File: src/rtl/pipeline_ctrl_pkg.sv
// rtl/pipeline_ctrl_pkg.sv - shared stall encodings, FSM states and helpers
// Purpose: single home for the stall-vector width, the five stall encodings
//          and the controller state codes used by pipeline_ctrl.
// Ports:   none (package).
package pipeline_ctrl_pkg;

  localparam int STALL_W = 5;

  // Bit order: [0] PC, [1] IF, [2] ID, [3] EX, [4] MEM.
  localparam logic [STALL_W-1:0] STALL_NONE = 5'b00000;
  localparam logic [STALL_W-1:0] STALL_IF   = 5'b00011;
  localparam logic [STALL_W-1:0] STALL_ID   = 5'b00111;
  localparam logic [STALL_W-1:0] STALL_EX   = 5'b01111;
  localparam logic [STALL_W-1:0] STALL_MEM  = 5'b11111;
  localparam logic [STALL_W-1:0] STALL_ALL  = 5'b11111;

  typedef enum logic [2:0] {
    ST_RUN        = 3'd0,
    ST_STALL      = 3'd1,
    ST_HALT       = 3'd2,
    ST_FLUSH_WAIT = 3'd3,
    ST_FLUSH      = 3'd4
  } state_t;

  // The deepest requesting stage wins: it must freeze itself and everything
  // upstream of it.
  function automatic logic [STALL_W-1:0] stall_encode(input logic mem,
                                                      input logic ex,
                                                      input logic id,
                                                      input logic fetch);
    logic [STALL_W-1:0] v;
    if (mem)        v = STALL_MEM;
    else if (ex)    v = STALL_EX;
    else if (id)    v = STALL_ID;
    else if (fetch) v = STALL_IF;
    else            v = STALL_NONE;
    return v;
  endfunction

endpackage

File: src/rtl/pipeline_ctrl_sat_counter.sv
// rtl/pipeline_ctrl_sat_counter.sv - saturating up-counter with synchronous clear
// Purpose: counts inc cycles, sticks at all-ones, never wraps; clr wins over inc.
// Ports:   clk, rst (async active-low), clr, inc -> count[WIDTH-1:0].
module pipeline_ctrl_sat_counter #(
  parameter int WIDTH = 16
) (
  input  logic             clk,
  input  logic             rst,
  input  logic             clr,
  input  logic             inc,
  output logic [WIDTH-1:0] count
);

  always_ff @(posedge clk or negedge rst) begin
    if (!rst) begin
      count <= '0;
    end else if (clr) begin
      count <= '0;
    end else if (inc && (count != '1)) begin
      count <= count + WIDTH'(1);
    end
  end

endmodule

File: src/rtl/pipeline_ctrl.sv
// rtl/pipeline_ctrl.sv - pipeline stall/halt/flush controller with stall watchdog
// Purpose: turns per-stage stall requests, halt and flush/redirect into the
//          5-bit stall vector, a one-cycle flush pulse with redirect PC, and
//          stall statistics (total stall cycles, sticky consecutive-stall flag).
// Ports:   clk, rst (async active-low)
//          stall_req_if/id/ex/mem, halt_req, flush_req, flush_pc[31:0]  (in)
//          stall_o[4:0] (comb), flush_o, new_pc_o[31:0],
//          stall_cycles_o[15:0], stall_timeout_o (registered)          (out)
module pipeline_ctrl
  import pipeline_ctrl_pkg::*;
#(
  parameter int unsigned STALL_TIMEOUT = 1023
) (
  input  logic               clk,
  input  logic               rst,
  input  logic               stall_req_if,
  input  logic               stall_req_id,
  input  logic               stall_req_ex,
  input  logic               stall_req_mem,
  input  logic               halt_req,
  input  logic               flush_req,
  input  logic [31:0]        flush_pc,
  output logic [STALL_W-1:0] stall_o,
  output logic               flush_o,
  output logic [31:0]        new_pc_o,
  output logic [15:0]        stall_cycles_o,
  output logic               stall_timeout_o
);

  localparam logic [16:0] TIMEOUT_CMP = 17'(STALL_TIMEOUT);

  state_t             state_q;
  state_t             state_d;
  logic               capture;
  logic               any_req;
  logic [STALL_W-1:0] req_vec;
  logic               in_stall;
  logic [15:0]        consec_cnt;
  logic               timeout_hit;

  assign any_req = stall_req_if | stall_req_id | stall_req_ex | stall_req_mem;
  assign req_vec = stall_encode(stall_req_mem, stall_req_ex, stall_req_id, stall_req_if);

  always_ff @(posedge clk or negedge rst) begin
    if (!rst) begin
      state_q <= ST_RUN;
    end else begin
      state_q <= state_d;
    end
  end

  // RUN, STALL and HALT share one decision: HALT only persists because
  // halt_req is re-evaluated every cycle, exactly like in RUN/STALL.
  always_comb begin
    state_d = state_q;
    stall_o = STALL_NONE;
    capture = 1'b0;
    if (!rst) begin
      stall_o = STALL_NONE;
    end else begin
      case (state_q)
        ST_FLUSH_WAIT: begin
          stall_o = STALL_ALL;
          state_d = ST_FLUSH;
        end
        ST_FLUSH: begin
          stall_o = STALL_NONE;
          state_d = ST_RUN;
        end
        default: begin
          if (flush_req) begin
            stall_o = STALL_ALL;
            capture = 1'b1;
            state_d = ST_FLUSH_WAIT;
          end else if (halt_req) begin
            stall_o = STALL_ALL;
            state_d = ST_HALT;
          end else begin
            stall_o = req_vec;
            state_d = any_req ? ST_STALL : ST_RUN;
          end
        end
      endcase
    end
  end

  // flush_o is high exactly for the cycle spent in FLUSH, which always
  // follows FLUSH_WAIT.
  always_ff @(posedge clk or negedge rst) begin
    if (!rst) begin
      flush_o  <= 1'b0;
      new_pc_o <= 32'h0;
    end else begin
      flush_o <= (state_q == ST_FLUSH_WAIT);
      if (capture) begin
        new_pc_o <= flush_pc;
      end
    end
  end

  assign in_stall = (state_q == ST_STALL);

  pipeline_ctrl_sat_counter #(.WIDTH(16)) u_total_cnt (
    .clk   (clk),
    .rst   (rst),
    .clr   (1'b0),
    .inc   (in_stall),
    .count (stall_cycles_o)
  );

  pipeline_ctrl_sat_counter #(.WIDTH(16)) u_consec_cnt (
    .clk   (clk),
    .rst   (rst),
    .clr   (~in_stall),
    .inc   (in_stall),
    .count (consec_cnt)
  );

  // Compare against the value the counter takes on this edge so the flag
  // rises together with the counter reaching the limit. The 17-bit add keeps
  // a saturated counter from aliasing onto a small limit.
  assign timeout_hit = in_stall && (({1'b0, consec_cnt} + 17'd1) == TIMEOUT_CMP);

  always_ff @(posedge clk or negedge rst) begin
    if (!rst) begin
      stall_timeout_o <= 1'b0;
    end else if (state_q == ST_FLUSH_WAIT) begin
      stall_timeout_o <= 1'b0;
    end else if (timeout_hit) begin
      stall_timeout_o <= 1'b1;
    end
  end

endmodule

File: config.mk
export PLATFORM = sky130hd
export DESIGN_NAME = pipeline_ctrl
export DESIGN_NICKNAME = d
export VERILOG_FILES = /design/src/rtl/pipeline_ctrl_pkg.sv /design/src/rtl/pipeline_ctrl_sat_counter.sv /design/src/rtl/pipeline_ctrl.sv
export SDC_FILE = /design/constraint.sdc
export NUM_CORES = 1
export LEC_CHECK = 0
export ABC_AREA = 1
export BUFFER_PORTS_ARGS = -buffer_cell sky130_fd_sc_hd__buf_4
export CAP_MARGIN = 20
export CORE_MARGIN = 2
export CORE_UTILIZATION = 58
export CTS_CLUSTER_DIAMETER = 100
export DETAILED_ROUTE_END_ITERATION = 10
export GPL_TIMING_DRIVEN = 0
export PLACE_DENSITY_LB_ADDON = 0.15
export SETUP_SLACK_MARGIN = 0.05
export SLEW_MARGIN = 20
export SYNTH_ARGS = -nofsm -noshare
export SYNTH_HDL_FRONTEND = slang
export SYNTH_HIERARCHICAL = 1
export SYNTH_SLANG_ARGS = --single-unit
File: constraint.sdc
create_clock -name clk -period 3.8 [get_ports clk]
set_clock_uncertainty 0.05 [all_clocks]
set_input_delay 0.19 -clock clk [delete_from_list [all_inputs] [get_ports clk]]
set_output_delay 0.19 -clock clk [all_outputs]
set_load 0.01 [all_outputs]
=== Word level (Yosys, flattened, before mapping) ===
Index checks and enable logic that the tools add are counted.

* Memories kept: 0
* RAM bits: 0
* Flip-flop bits (word level): 69
* Memory bits (read-only): 0
* Bits of input ports: 40
* Bits in latches: 0

* Muxes and demuxes: 19
* Order comparisons: 0
* Reductions and logical operators: 5
* Multiply operators: 0
* Add/sub/neg operators: 3
* Bitwise gates (word level): 3
* Divide/modulo/power cells: 0
* Eq/ne operators: 7
* Shifts and indexed selects: 0

{| class="wikitable"
|+ Operators with widths
! kind !! number
|-
| $add A16 B1 Y16 const B || 2
|-
| $mux W16 || 2
|-
| $ne A16 B16 Y1 const B || 2
|-
| $mux W5 || 5
|-
| $add A16 B1 Y17 const B || 1
|-
| $eq A17 B10 Y1 const B || 1
|-
| $pmux W5 S2 || 1
|-
| $mux W1 || 6
|-
| $mux W2 || 3
|-
| $pmux W3 S2 || 1
|-
| $eq A3 B1 Y1 const B || 1
|-
| $eq A3 B2 Y1 const B || 1
|-
| $eq A3 B3 Y1 const B || 1
|-
| $logic_and A1 B1 Y1 || 3
|-
| $mux W3 || 1
|-
| $or A1 B1 Y1 || 3
|-
| $ne A2 B1 Y1 const B || 1
|-
| $reduce_bool A2 Y1 || 1
|-
| $reduce_or A2 Y1 || 1
|}

=== Longest topological paths before layout ===
Gate-level depths: netlist (run 1).

* Depth after elaboration: 8
* Depth in mapped cells: 10

=== By module ===
Netlist (run 1), hierarchy kept.

{| class="wikitable"
|+ By module, submodules not included
! module !! area an instance (µm²) !! instances !! cells each
|-
| pipeline_ctrl_sat_counter || 1,037.2 || 2 || 144
|-
| pipeline_ctrl || 1,874.3 || 1 || 218
|}

=== Least setup slack after synthesis (run 1) ===
Ideal clock, no wire load.

* Path type: register to register
* Start point: reg state_q[2]
* End point: reg u_consec_cnt.count[2]
* Arrival: 1,638 ps
* Stages on the path, launching flop included: 9
* Path slack: 2,046 ps
* Data required time: 3,684 ps
* Path through: dfrtp_1 > inv_1 > nand2_2 > nor2_1 > inv_1 > inv_1 > buf_1 > nand4_1 > nand2_1

* Word-level cells in the longest chain between the ends: 3

{| class="wikitable"
|+ Ends and longest elaborated chain
! what !! RTL line !! text
|-
| start, declared || pipeline_ctrl.sv:32 || <nowiki>state_t state_q;</nowiki>
|-
| start signal, assigned || pipeline_ctrl.sv:48 || <nowiki>state_q <= state_d;</nowiki>
|-
| $eq A3 B1 Y1 * || pipeline_ctrl.sv:101 || <nowiki>assign in_stall = (state_q == ST_STALL);</nowiki>
|-
| via in_stall || pipeline_ctrl.sv:37 || <nowiki>logic in_stall;</nowiki>
|-
| $logic_and A1 B1 Y1 || pipeline_ctrl_sat_counter.sv:19 || <nowiki>end else if (inc && (count != '1)) begin</nowiki>
|-
| $ne A2 B1 Y1 (no line) || n/a ||
|-
| end signal, assigned || pipeline_ctrl_sat_counter.sv:20 || <nowiki>count <= count + WIDTH'(1);</nowiki>
|-
| end, declared || pipeline_ctrl_sat_counter.sv:11 || <nowiki>output logic [WIDTH-1:0] count</nowiki>
|}

Mark *: on every way through the listed nets, which the timed path passes. The rest lies on a longest branch.
A chain may end at the register's enable or synchronous reset.

=== Worst setup path in the final report (run 1) ===
* Start point: in rst
* End point: out stall_o[1]

* Word-level cells in the longest chain between the ends: 1

{| class="wikitable"
|+ Ends and longest elaborated chain
! what !! RTL line !! text
|-
| start, declared || pipeline_ctrl.sv:15 || <nowiki>input logic rst,</nowiki>
|-
| $mux W5 || pipeline_ctrl.sv:58 || <nowiki>if (!rst) begin</nowiki>
|-
| end, declared || pipeline_ctrl.sv:23 || <nowiki>output logic [STALL_W-1:0] stall_o,</nowiki>
|}

No other way between the ends.

==> results of run 1 <==
-- stage by stage --
stage / hold slack (ns) / area (sq um) / instances / power, mW / utilization
6_report: 0.0298 / 5000 / 699 / 2.16 / 0.748
2_1_floorplan: -0.156 / 3960 / 508 / 1.23 / -
3_5_place_dp: 0.331 / 4760 / 682 / 1.50 / 0.713
3_3_place_gp: 0.331 / 4760 / 682 / 1.48 / 0.713
5_1_grt: 0.0291 / 5000 / 699 / 2.27 / 0.748
4_1_cts: 0.0194 / 5000 / 699 / 2.18 / 0.748
-- layer usage --
layer	vias up	global-route usage	routed length, microns
met2	109	0.442	4770
met4	0	0.0980	185
met3	20	0.0429	398
li1	1797	-	-
met5	-	0	0
met1	1683	0.305	3790
-- cell families after synthesis --
logic type,share of synthesized area
AND/OR/NAND/NOR,0.305
flip-flops,0.437
other,0.000950
adder cells (fa/ha/maj),0.00634
XOR/XNOR,0.0222
AO/OA/AOI/OAI,0.117
buffers and inverters,0.111
-- what timing repair did --
item                                    4_1_cts  5_1_grt
endpoints found under the setup margin        0        0
endpoints found under the hold margin        69        0
setup buffers                                 0        0
hold buffers                                  1        0
-- where the power goes --
| group | leakage [nW] | internal, mW | total, mW | switching (mW) |
|---|---|---|---|---|
| clock network | 0.106 | 0.389 | 0.672 | 0.284 |
| logic | 1.60 | 0.273 | 0.590 | 0.317 |
| registers | 0.907 | 0.837 | 0.898 | 0.0610 |
-- state kept, by name (all words and copies together), names as in the netlist --
register            cells
u_consec_cnt/count     16
u_total_cnt/count      16
flush_o                 1
state_q                 3
new_pc_o               32
stall_timeout_o         1
-- cell type report --
type	instances	area share
clock inverter	5	0.0168
timing repair buffer	95	0.143
inverter	80	0.0611
sequential	69	0.346
buffer	13	0.0265
clock buffer	11	0.0283
multi-input combinational	346	0.359
tap	80	0.0200
-- tightest hold or removal path, cell delays in order --
cell	delay (ns)
buf_4	0.10
inv_1	0.05
o21ai_2	0.05
-- layout by cell type (no fill, tap or decap), types with 4 or more instances in the layout --
cell type,n
nand2_1,164
buf_4,95
inv_1,74
dfrtp_1,69
nor2_1,42
o21ai_2,32
nand3_1,28
nand4_1,19
o21ai_0,11
clkbuf_8,10
buf_6,6
xor2_1,6
nand2_2,5
a21oi_1,5
inv_2,4
nor2_4,4
nand2_4,4
xnor2_1,4
o21bai_1,4
-- final timing paths --
kind                                          start                                 to  slack, ns  cells after the start
setup / recovery                                rst                         stall_o[1]       1.14                      8
hold / removal                          flush_pc[1]            new_pc_o[1]$_DFFE_PN0P_       0.03                      3
setup reg to reg             state_q[2]$_DFFE_PN0P_  u_consec_cnt/count[8]$_DFFE_PN0P_       1.57                      8
hold reg to reg            new_pc_o[27]$_DFFE_PN0P_           new_pc_o[27]$_DFFE_PN0P_       0.44                      2
max in group asynchronous                       rst           new_pc_o[13]$_DFFE_PN0P_       2.65                      2
min in group asynchronous                       rst   u_total_cnt/count[6]$_DFFE_PN0P_       0.46                      2
==> flow_metrics.env, run 1 <==
export IMPL_p_leak_nw=2.61
export IMPL_drive_gt1_frac=0.288
export IMPL_ff_latch_area_sq_um=1730
export IMPL_cts_sinks=69
export IMPL_synthesis_area_sq_um=3950
export IMPL_fin_crit_ns=2.66
export IMPL_grt_pass1_wl_microns=14900
export IMPL_grt_max_degree=75
export IMPL_power_density_nw_per_um2=432
export IMPL_dr_pass1_iters=6
export IMPL_cp_start_kind="input port"
export IMPL_cp_common_cell="buf_4"
export IMPL_n_antenna_cell=0
export IMPL_worst_ir_drop_vdd_mv=0.269
export IMPL_ys_seq_area_frac=0.437
export IMPL_clock_latency_ns=0.35
export IMPL_route_detailed_wl_per_inst_microns=13.1
export IMPL_cts_resized=0
export IMPL_place_detailed_hpwl_microns=6700
export IMPL_io_buffers=94
export IMPL_drt_wl_total_microns=9140
export IMPL_critPathKind="input port to primary output"
export IMPL_crit_chain="dlygate4sd3_1 -> buf_4 -> inv_2 -> a31oi_4 -> inv_1 -> a31oi_1 -> buf_4 -> buf_4"
export IMPL_crit_family="buffers and inverters"
export IMPL_viasPerCell=5.16
export IMPL_die_x_microns=86.5
export IMPL_fin_crit_sh=0.700
export IMPL_multi_input_area_sq_um=1790
export IMPL_yosysWarnings=6
export IMPL_setup_viol=0
export IMPL_grt_pass1_vias=3415
export IMPL_htree_levels=3
export IMPL_dieArea_sq_um=7480
export IMPL_synthTopCellsByArea="dfrtp_1 (44%), nand2_1 (16%), o21ai_2 (7.1%)"
export IMPL_route_detailed_drc=0
export IMPL_syn_to_final_growth_pct=26.6
export IMPL_status="finished, final reports clean"
export IMPL_initial_utilization=0.591
export IMPL_fmax_mhz=376
export IMPL_fin_ws_ns=1.14
export IMPL_yosysMostFrequentCell="nand2_1"
export IMPL_hold_viol_final=0
export IMPL_boundaryPins=95
export IMPL_tns_ns=0
export IMPL_overflow=0
export IMPL_end_kind="primary output"
export IMPL_synth_seq_cells=69
export IMPL_synth_area_leader_cell="dfrtp_1"
export IMPL_critPathBufInv=6
export IMPL_drv_slew=0
export IMPL_num_vias=3609
export IMPL_cts_tree="done"
export IMPL_grt_setup_unrepaired="no"
export IMPL_drtIter0Drc=160
export IMPL_maxCapViolations=0
export IMPL_antenna_left=0
export IMPL_cts_root_buf="clkbuf_8"
export IMPL_cp_data_required_time_ns=3.56
export IMPL_synthCells=506
export IMPL_synth_edf_count=0
export IMPL_async_flop_share=1.00
export IMPL_synth_ff_type="dfrtp_1"
export IMPL_dp_slack_ns=1.62
export IMPL_hold_class="input port to flop"
export IMPL_clk_pin_slew_worst_paths_ns=0.08
export IMPL_path_max_fanout=74
export IMPL_crit_slowest_cell="buf_4"
export IMPL_grt_antenna_before_repair=0
export IMPL_gp_congestion=0.860
export IMPL_die_h_microns=86.5
export IMPL_clk_path_buf_depth=2
export IMPL_synth_cell_types=32
export IMPL_rows=30
export IMPL_avgSynthCellArea_sq_um=7.80
export IMPL_tightestPinTransition_ns=0.905
export IMPL_relSlewSlack=0.397
export IMPL_grtUsageTotal=0.251
export IMPL_fillers=509
export IMPL_crit_arrival_ns=2.42
export IMPL_nNetsFinal=656
export IMPL_cts_buffers=9
export IMPL_synth_top_cell_area_share=0.437
export IMPL_slowest_delay_ns=0.69
export IMPL_coreArea_sq_um=6680
export IMPL_synth_top_cells_by_count="nand2_1 (164), inv_1 (74), dfrtp_1 (69), nor2_1 (42), o21ai_2 (32)"
(Power assumes the default switching activity.)
==> run 2, diff against run 1 <==
--- a/config.mk
+++ b/config.mk
@@ -5,11 +5,11 @@
 export SDC_FILE = /design/constraint.sdc
 export NUM_CORES = 1
 export LEC_CHECK = 0
-export ABC_AREA = 1
+export ABC_AREA = 0
 export BUFFER_PORTS_ARGS = -buffer_cell sky130_fd_sc_hd__buf_4
 export CAP_MARGIN = 20
 export CORE_MARGIN = 2
-export CORE_UTILIZATION = 58
+export CORE_UTILIZATION = 53
 export CTS_CLUSTER_DIAMETER = 100
 export DETAILED_ROUTE_END_ITERATION = 10
 export GPL_TIMING_DRIVEN = 0
==> constraint.sdc (replaced) <==
create_clock -name clk -period 2.6 [get_ports clk]
set_clock_uncertainty 0.05 [all_clocks]
set_input_delay 0.13 -clock clk [delete_from_list [all_inputs] [get_ports clk]]
set_output_delay 0.13 -clock clk [all_outputs]
set_load 0.01 [all_outputs]
==> run 2 against run 1 <==
Net effect:
- register-to-register slack got worse by 1.4 ns
- sequential power increased by 75%
- design area shrank 0.65%
- die area is 0.24% higher
- non-clock buffer count grew 34
- synthesized cell count fell by 38%
==> flow_metrics.env, run 2 <==
export IMPL_yosysMostFrequentCell="dfrtp_1"
export IMPL_worst_ir_drop_vdd_mv=0.545
export IMPL_reg_top3="new_pc_o x32, u_consec_cnt/count x16, u_total_cnt/count x16"
export IMPL_r2r_start="state_q[0]$_DFFE_PN0P_"
export IMPL_grt_max_degree=77
export IMPL_drv_slew=0
export IMPL_drive_gt1_frac=0.376
export IMPL_gp_congestion=0.872
export IMPL_holdWs_ns=0.0991
export IMPL_die_h_microns=86.6
export IMPL_viasPerCell=5.89
export IMPL_fin_crit_ns=2.39
export IMPL_synth_area_leader_cell="dfrtp_1"
export IMPL_grt_pass1_vias=3061
export IMPL_async_flop_share=1.00
export IMPL_fin_cells=538
export IMPL_io_buffers=94
export IMPL_regMostFlops="new_pc_o"
export IMPL_path_max_fanout=10
export IMPL_end_kind="flop"
export IMPL_crit_arrival_ns=2.61
export IMPL_post_place_cells=489
export IMPL_die_x_microns=86.6
export IMPL_grt_setup_unrepaired="no"
export IMPL_maxCapViolations=0
export IMPL_fmax_mhz=419
export IMPL_cp_data_required_time_ns=2.83
export IMPL_min_from="flush_req"
export IMPL_route_detailed_wl_per_inst_microns=17.5
export IMPL_cts_tree="done"
export IMPL_final_common_cell="buf_4"
export IMPL_synth_simple_area_share=0.197
export IMPL_fin_util=0.743
export IMPL_num_vias=3170
export IMPL_drt_wl_total_microns=9430
export IMPL_dp_slack_ns=0.144
export IMPL_htree_levels=3
export IMPL_tns_ns=0
export IMPL_tightestPinTransition_ns=0.669
export IMPL_critPathKind="flop to flop"
export IMPL_synth_ff_type="dfrtp_1"
export IMPL_hold_viol_final=0
export IMPL_grt_pass1_wl_microns=14900
export IMPL_dieArea_sq_um=7500
export IMPL_hold_depth=3
export IMPL_reg2reg_slack_ns=0.21
export IMPL_clk_pin_slew_worst_paths_ns=0.08
export IMPL_coreArea_sq_um=6680
export IMPL_power_density_nw_per_um2=820
export IMPL_clk_path_buf_depth=2
export IMPL_synthesis_area_sq_um=3620
export IMPL_fin_crit_sh=0.917
export IMPL_synth_top_cells_by_count="dfrtp_1 (69), mux2_4 (30), a21oi_1 (27), nand2_1 (16)"
export IMPL_synth_edf_count=0
export IMPL_synth_cell_types=47
export IMPL_relSlewSlack=0.554
export IMPL_antenna_left=0
export IMPL_synth_top_cell_area_share=0.477
export IMPL_grtUsageTotal=0.257
export IMPL_initial_utilization=0.541
export IMPL_route_detailed_drc=0
export IMPL_n_antenna_cell=0
export IMPL_status="finished, final reports clean"
export IMPL_regToRegEndpoint="u_total_cnt/count[3]$_DFFE_PN0P_"
export IMPL_synthXorXnorAreaFrac=0.00484
export IMPL_hold_class="input port to flop"
export IMPL_synth_compound_area_frac=0.110
export IMPL_setup_viol=0
export IMPL_clock_latency_ns=0.36
export IMPL_hold_path_end="state_q[1]$_DFFE_PN0P_"
export IMPL_p_leak_nw=2.29
export IMPL_ys_seq_area_frac=0.477
export IMPL_final_cell_mix="buf_4 (94), dfrtp_1 (69), dlygate4sd3_1 (33)"
export IMPL_place_detailed_hpwl_microns=5850
export IMPL_synthMuxAreaShare=0.156
export IMPL_fin_ws_ns=0.215
export IMPL_cts_sinks=69
export IMPL_reg2reg_depth=6
export IMPL_yosysWarnings=6
export IMPL_overflow=0
export IMPL_syn_to_final_growth_pct=37.3
export IMPL_cp_start_kind="flop"
export IMPL_avgSynthCellArea_sq_um=11.5
export IMPL_yosys_area_share_adder=0.00692
export IMPL_boundaryPins=95
export IMPL_synthTopCellsByArea="dfrtp_1 (48%), mux2_4 (12%), a21oi_1 (3.7%)"
export IMPL_synthCells=314
export IMPL_largest_reg_flops=32
export IMPL_grt_antenna_before_repair=0
export IMPL_synth_seq_cells=69
export IMPL_drtIter0Drc=182
export IMPL_cts_buffers=9
export IMPL_nNetsFinal=495
export IMPL_rows=30
export IMPL_dr_pass1_iters=4
export IMPL_cts_root_buf="clkbuf_8"
export IMPL_synth_top_family_by_area="simple AND/OR/NAND/NOR gates"
export IMPL_post_cts_buffers=0
-- run 2: changes by cell type in the layout (fill, tap and decap cells not counted), moves of 14 or more --
cell           previous run  this run
o21ai_2                  32         1
a21oi_1                   5        27
inv_1                    74         9
mux2_4                    0        30
nand3_1                  28         7
nor2_1                   42        12
dlygate4sd3_1             1        33
o31ai_1                   0        14
nand2_1                 164        16
-- run 2: worst max-delay path by stage --
stage	from	to	slack (ns)	cells after the start
2_1_floorplan	state_q[0]$_DFFE_PN0P_	u_consec_cnt/count[3]$_DFFE_PN0P_	0.49	6
3_3_place_gp	state_q[0]$_DFFE_PN0P_	u_total_cnt/count[3]$_DFFE_PN0P_	0.16	6
3_5_place_dp	state_q[0]$_DFFE_PN0P_	u_total_cnt/count[3]$_DFFE_PN0P_	0.14	6
4_1_cts	state_q[0]$_DFFE_PN0P_	u_total_cnt/count[3]$_DFFE_PN0P_	0.11	6
5_1_grt	state_q[0]$_DFFE_PN0P_	u_consec_cnt/count[3]$_DFFE_PN0P_	0.06	6
6_report	state_q[0]$_DFFE_PN0P_	u_total_cnt/count[3]$_DFFE_PN0P_	0.21	6
-- run 2: power breakdown --
group / switching (mW) / internal, mW / total [mW]
sequential: 0.206 / 1.37 / 1.57
combinational: 0.712 / 0.886 / 1.60
clock: 0.452 / 0.448 / 0.900
-- run 2: what timing repair did --
action	4_1_cts	5_1_grt
resized for setup	0	3
setup endpoints to repair	0	41
endpoints found under the hold margin	101	0
hold buffers	33	0
-- run 2: area by class of cell --
class	count	area (sq um)
plain buffers	15	131
clock buffers	9	124
clock inverters	7	73.8
fillers	453	1720
inverters	11	41.3
multi-input cells	220	1730
flip-flops and latches	69	1730
well taps	80	100
repair buffers	127	1040
-- run 2: per-layer routing --
metal  vias to the layer above  GRT usage  wire length (microns)
met5                         -          0                      0
met4                         0      0.135                    290
met3                        23     0.0400                    393
met2                       115      0.431                   4890
met1                      1559      0.320                   3860
li1                       1473          -                      -
-- run 2: kinds of logic after synthesis --
family,Yosys count
simple gates,111
flops,69
compound gates,63
mux,40
buf+inv,26
fa+ha+maj,2
xor+xnor,2
other cells,1
-- run 2: worst max-delay path: stages, from the launching register on --
cell and delay (ns):
dfrtp_1 0.44, or3b_1 0.46, inv_2 0.19, inv_1 0.10, clkbuf_1 0.23, or4_2 0.68, a21oi_1 0.16
-- run 2: stage by stage --
stage,total power [mW],cell area [sq um]
2_1_floorplan,2.41,3620
3_3_place_gp,3.06,4430
3_5_place_dp,3.10,4430
4_1_cts,4.05,4950
5_1_grt,4.29,4960
6_report,4.07,4960
